`src/rtl/seg_display.sv`:
```
// rtl/seg_display.sv - CPU-writable 8-digit multiplexed seven-segment display driver
module seg_display #(
  parameter logic [15:0] SCAN_DIV = 16'd50000
) (
  input  logic        clock,
  input  logic        reset,
  input  logic        write_enable,
  input  logic        read_enable,
  input  logic [2:0]  address,
  input  logic [15:0] write_data,
  output logic [15:0] read_data_output,
  output logic [7:0]  digit_sel,
  output logic [7:0]  segments
);

  localparam logic [2:0] ADDR_LOW  = 3'b000;
  localparam logic [2:0] ADDR_HIGH = 3'b010;
  localparam logic [2:0] ADDR_CTRL = 3'b100;
  localparam logic [2:0] ADDR_STAT = 3'b110;

  logic [15:0] low_q;
  logic [15:0] high_q;
  logic [15:0] ctrl_q;
  logic [15:0] cnt_q;
  logic [2:0]  idx_q;

  logic [3:0]  nibble;
  logic [6:0]  glyph;
  logic [7:0]  en_mask;
  logic [7:0]  dp_mask;

  // Active-high gfedcba pattern for a hex digit.
  function automatic logic [6:0] seg7(input logic [3:0] n);
    logic [6:0] p;
    case (n)
      4'h0: p = 7'h3F;
      4'h1: p = 7'h06;
      4'h2: p = 7'h5B;
      4'h3: p = 7'h4F;
      4'h4: p = 7'h66;
      4'h5: p = 7'h6D;
      4'h6: p = 7'h7D;
      4'h7: p = 7'h07;
      4'h8: p = 7'h7F;
      4'h9: p = 7'h6F;
      4'hA: p = 7'h77;
      4'hB: p = 7'h7C;
      4'hC: p = 7'h39;
      4'hD: p = 7'h5E;
      4'hE: p = 7'h79;
      default: p = 7'h71;
    endcase
    return p;
  endfunction

  // CPU register writes; STAT and odd/unlisted addresses are dropped.
  always_ff @(negedge clock or posedge reset) begin
    if (reset) begin
      low_q  <= 16'd0;
      high_q <= 16'd0;
      ctrl_q <= 16'd0;
    end else if (write_enable) begin
      case (address)
        ADDR_LOW:  low_q  <= write_data;
        ADDR_HIGH: high_q <= write_data;
        ADDR_CTRL: ctrl_q <= write_data;
        default:   ;
      endcase
    end
  end

  // Scan timer: each digit slot lasts SCAN_DIV edges, then the index moves on.
  always_ff @(negedge clock or posedge reset) begin
    if (reset) begin
      cnt_q <= 16'd0;
      idx_q <= 3'd0;
    end else if (cnt_q == SCAN_DIV - 16'd1) begin
      cnt_q <= 16'd0;
      idx_q <= idx_q + 3'd1;
    end else begin
      cnt_q <= cnt_q + 16'd1;
    end
  end

  // Combinational readback; zero when not reading so the bus sees no stale data.
  always_comb begin
    read_data_output = 16'd0;
    if (read_enable) begin
      case (address)
        ADDR_LOW:  read_data_output = low_q;
        ADDR_HIGH: read_data_output = high_q;
        ADDR_CTRL: read_data_output = ctrl_q;
        ADDR_STAT: read_data_output = {13'd0, idx_q};
        default:   read_data_output = 16'd0;
      endcase
    end
  end

  // Pick the nibble of the digit currently in its scan slot.
  always_comb begin
    nibble = 4'h0;
    case (idx_q)
      3'd0: nibble = low_q[3:0];
      3'd1: nibble = low_q[7:4];
      3'd2: nibble = low_q[11:8];
      3'd3: nibble = low_q[15:12];
      3'd4: nibble = high_q[3:0];
      3'd5: nibble = high_q[7:4];
      3'd6: nibble = high_q[11:8];
      default: nibble = high_q[15:12];
    endcase
  end

  // Drive anodes and cathodes from registered state only; disabled digits stay dark.
  always_comb begin
    en_mask   = ctrl_q[7:0];
    dp_mask   = ctrl_q[15:8];
    glyph     = seg7(nibble);
    digit_sel = 8'hFF;
    segments  = 8'hFF;
    if (en_mask[idx_q]) begin
      digit_sel = ~(8'b1 << idx_q);
      segments  = ~{dp_mask[idx_q], glyph};
    end
  end

endmodule

```
`config.mk`:
```
export PLATFORM = sky130hd
export DESIGN_NAME = seg_display
export DESIGN_NICKNAME = d
export VERILOG_FILES = /design/src/rtl/seg_display.sv
export SDC_FILE = /design/constraint.sdc
export NUM_CORES = 1
export LEC_CHECK = 0
export BUFFER_PORTS_ARGS = -buffer_cell sky130_fd_sc_hd__buf_2
export CAP_MARGIN = 25
export CORE_MARGIN = 2
export CORE_UTILIZATION = 30
export CTS_CLUSTER_DIAMETER = 60
export DETAILED_ROUTE_END_ITERATION = 10
export GPL_TIMING_DRIVEN = 0
export SETUP_SLACK_MARGIN = 0.15
export SYNTH_ARGS = -nofsm -noshare
export SYNTH_HDL_FRONTEND = slang
export SYNTH_SLANG_ARGS = --single-unit
```
`constraint.sdc`:
```
create_clock -name clock -period 3.56 [get_ports clock]
set_input_delay 0.178 -clock clock [delete_from_list [all_inputs] [get_ports clock]]
set_output_delay 0.178 -clock clock [all_outputs]
set_load 0.02 [all_outputs]
```
==> impl_metrics.csv <==
group,metric,value,unit
power,leakagePower,0.00246,uW
logic_synthesis,yosysWarnings,0,
min_path,hold_depth,1,
status,violations,"setup timing",
cells_and_area,layout.nets,491,
setup_path,critPathKind,"flip-flop to output pin",
status,run_status,"finished, violations left",
setup_path,reg2reg_slack,1.55,ns
logic_synthesis,synth-edff-count,0,
clock_tree,htreeDepth,3,
cells_and_area,instances_no_fill,632,
timing,layout_setup_ws,-1.38,ns
timing,final_max_slew_viol_count,0,
power,power_density,480,nW/um^2
power,p_int,1840,uW
drt,firstDrtPassIters,4,
power,total_power,2630,uW
drt,route.detailed.vias_per_inst,4.89,
logic_synthesis,avgSynthCellArea,11.0,sq um
logic_synthesis,synthesis.area,3870,sq um
setup_path,critPathRequiredTime,3.38,ns
setup_path,critPathCaptureType,"output pin",
cells_and_area,diodes,0,
logic_synthesis,synth_cell_types,51,
place,dp_hpwl,7.35,mm
clock_tree,numCtsBuffers,9,
power,clkPwrFrac,31.7,%
die,io_pins,55,
timing,relSlewSlack,46.2,%
global_routing,grt_max_degree,36,
power,ir_worst_vdd,0.274,mV
global_routing,gr-total-overflow,0,
power,comb_power_share,30.1,%
setup_path,slowest_delay,0.53,ns
setup_path,crit_fanout,8,
clock_tree,cts_sinks,67,
power,seqPwrFrac,38.2,%
place,portBuffers,52,
global_routing,grt_pass1_wl,17.2,mm
logic_synthesis,ys_seq_area_share,43.3,%
timing,whs,0.415,ns
cells_and_area,drive_gt1_share,50.2,%
timing,clock_skew,0.00186,ns
cells_and_area,fin_area,5470,sq um
global_routing,grt_pass1_vias,3205,
clock_tree,cts.path.max_buffers,2,
logic_synthesis,ys_ff_latch,67,
place,post-place-ws,-1.28,ns
clock_tree,path_clk_slew,0.04,ns
die,coreArea,12600,sq um
min_path,holdPathEnd,"cnt_q[0]$_DFF_NP0_",
timing,worst_pin_slew,0.807,ns
die,start_util,30.7,%
place,placed_cells,576,
logic_synthesis,synth-async-reset-ratio,100,%
clock_tree,root_buffer,"clkbuf_16",
drt,drc,0,
die,die_area,13800,sq um
die,die_x,118,um
logic_synthesis,syn-instance-count,351,
cells_and_area,n_fill_cell,1186,
min_path,worstHoldStart,"cnt_q[0]$_DFF_NP0_",
logic_synthesis,syn-num-nets,386,
setup_path,cp_cell_sequence,"inv_2, ha_1, buf_4, or4_4, buf_8, nand2_2, o32a_4, inv_6, ha_4, nor2_2, a211oi_2, o21ai_2, buf_6",
power,p_switching,784,uW
global_routing,grtUsageTotal,15.9,%
min_path,min_path_type,"flip-flop to flip-flop",
setup_path,rr_worst_depth,4,
clock_tree,clk_latency,0.34,ns
drt,drtIter0Drc,104,
setup_path,r2r-start,"cnt_q[6]$_DFF_NP0_",
drt,drt-wirelength-per-cell,16.8,um
timing,rsz0062_at_grt,"yes",
cells_and_area,area_delta_synth_final,41.3,%
logic_synthesis,synth-main-ff-cell,"dfrtn_1",
flow_run,cap_violations,0,
setup_path,crit_buf_inv,5,
drt,ant_nets,0,
timing,hold_violations,0,
setup_path,path_delay_family,"buffers and inverters",
place,gp_congestion,0.786,
global_routing,antenna_found_initial,0,
timing,setup_violations,19,
setup_path,reg2reg_to,"idx_q[2]$_DFFE_NP0N_",
drt,drt_wl_total,10.6,mm
die,num_rows,41,
clock_tree,tritoncts,"yes",
setup_path,slowest_stage,"or4_4",
drt,vias,3093,
power,swShare,29.8,%
die,chipHeight,118,um
place,place_area,4540,sq um
setup_path,startpoint_type,"flip-flop",
setup_path,worstPathArrival,4.76,ns
layout by cell type (no fill, tap or decap), types with 3 or more instances in the layout:
cell type   n
dfrtn_1    67
mux2_2     48
nor2_1     41
buf_4      39
buf_2      35
buf_6      24
mux2i_1    19
a21oi_1    17
nand2_1    16
xor2_1     11
nand3_1    10
clkbuf_16  10
nand2_4     8
mux4_2      7
ha_1        7
buf_8       5
xnor2_1     4
inv_1       4
clkbuf_1    4
ha_4        4
inv_6       3
nand4_1     3
nor2b_1     3
and2_4      3
clkbuf_8    3
worst max path at each step:
stage | start | slack [ns] | cells past startpoint | endpoint
after floorplan | idx_q[2]$_DFFE_NP0N_ | -0.93 | 12 | segments[5]
after global placement | idx_q[1]$_DFFE_NP0N_ | -1.25 | 12 | segments[5]
after detailed placement | idx_q[1]$_DFFE_NP0N_ | -1.28 | 12 | segments[5]
after CTS | idx_q[0]$_DFFE_NP0N_ | -1.39 | 13 | segments[5]
after global routing | idx_q[1]$_DFFE_NP0N_ | -1.48 | 13 | segments[3]
final | idx_q[1]$_DFFE_NP0N_ | -1.38 | 13 | segments[3]
timing repair:
action | in CTS | in global routing
pin swaps | 15 | 9
cloned | 1 | 0
hold buffers | 0 | 0
buffers inserted | 29 | 11
endpoints found under the hold margin | 0 | 0
endpoints found under the setup margin | 19 | 46
gates resized for setup | 67 | 21
power by group through the flow:
| stage | logic (uW) | registers (uW) | clock network (uW) |
|---|---|---|---|
| after floorplan | 489 | 973 | 0 |
| after global placement | 605 | 1010 | 0 |
| after detailed placement | 621 | 1010 | 0 |
| after CTS | 748 | 1000 | 846 |
| after global routing | 849 | 1020 | 890 |
| final | 789 | 1000 | 833 |
synthesized netlist by cell type, types with 3 or more instances:
library cell | number | area share, %
nand2_1 | 24 | 2.3
buf_6 | 3 | 0.87
ha_1 | 12 | 3.9
mux4_2 | 7 | 4.1
nor3_1 | 3 | 0.39
mux2i_1 | 20 | 5.2
o21ai_1 | 3 | 0.39
clkbuf_1 | 7 | 0.68
nand3_1 | 11 | 1.4
inv_1 | 10 | 0.97
xor2_1 | 11 | 2.5
buf_2 | 9 | 1.2
mux2_2 | 49 | 14
nor2_1 | 42 | 4.1
nor2b_1 | 5 | 0.81
nand4_1 | 3 | 0.48
o211ai_2 | 3 | 0.97
a21oi_1 | 18 | 2.3
and2_1 | 3 | 0.48
xnor2_1 | 4 | 0.90
dfrtn_1 | 67 | 43
per-stage QoR:
| step | utilization (%) | setup TNS [ns] |
|---|---|---|
| 2_1_floorplan | - | -6.69 |
| 3_3_place_gp | 35.8 | -14.18 |
| 3_5_place_dp | 36.0 | -14.41 |
| 4_1_cts | 42.1 | -15.60 |
| 5_1_grt | 43.3 | -17.35 |
| 6_report | 43.3 | -15.65 |
flip-flops by register name, summed over array words and instances (netlist names):
signal and count:
idx_q 3, ctrl_q 16, high_q 16, low_q 16, cnt_q 16
logic make-up after synthesis:
family / Yosys count / share of synthesized area (%)
AOI/OAI and AO/OA: 44 / 8.59
xor gates and xnor gates: 15 / 3.39
adders and majority gates: 12 / 3.88
buffers and inverters: 30 / 3.78
DFF: 67 / 43.3
muxes: 76 / 23.5
and+or+nand+nor: 107 / 13.6
area by class of cell:
| cell class | instances | area [sq um] | share of cell area (%) |
|---|---|---|---|
| Inverter | 10 | 58.8 | 1.08 |
| Tap cell | 172 | 215 | 3.93 |
| Multi-Input combinational cell | 254 | 2300 | 42.0 |
| Timing Repair Buffer | 94 | 769 | 14.1 |
| Buffer | 20 | 171 | 3.13 |
| Sequential cell | 67 | 1680 | 30.6 |
| Clock inverter | 2 | 10.0 | 0.183 |
| Clock buffer | 13 | 270 | 4.94 |
metal layers:
| layer | wire [um] | vias to the layer above | global-route usage (%) |
|---|---|---|---|
| met4 | 100 | 0 | 3.84 |
| met3 | 500 | 9 | 4.46 |
| li1 | - | 1456 | - |
| met1 | 4920 | 1559 | 21.1 |
| met2 | 5090 | 69 | 25.5 |
| met5 | 0 | - | 0 |
Power figures use the tool's default switching activity.
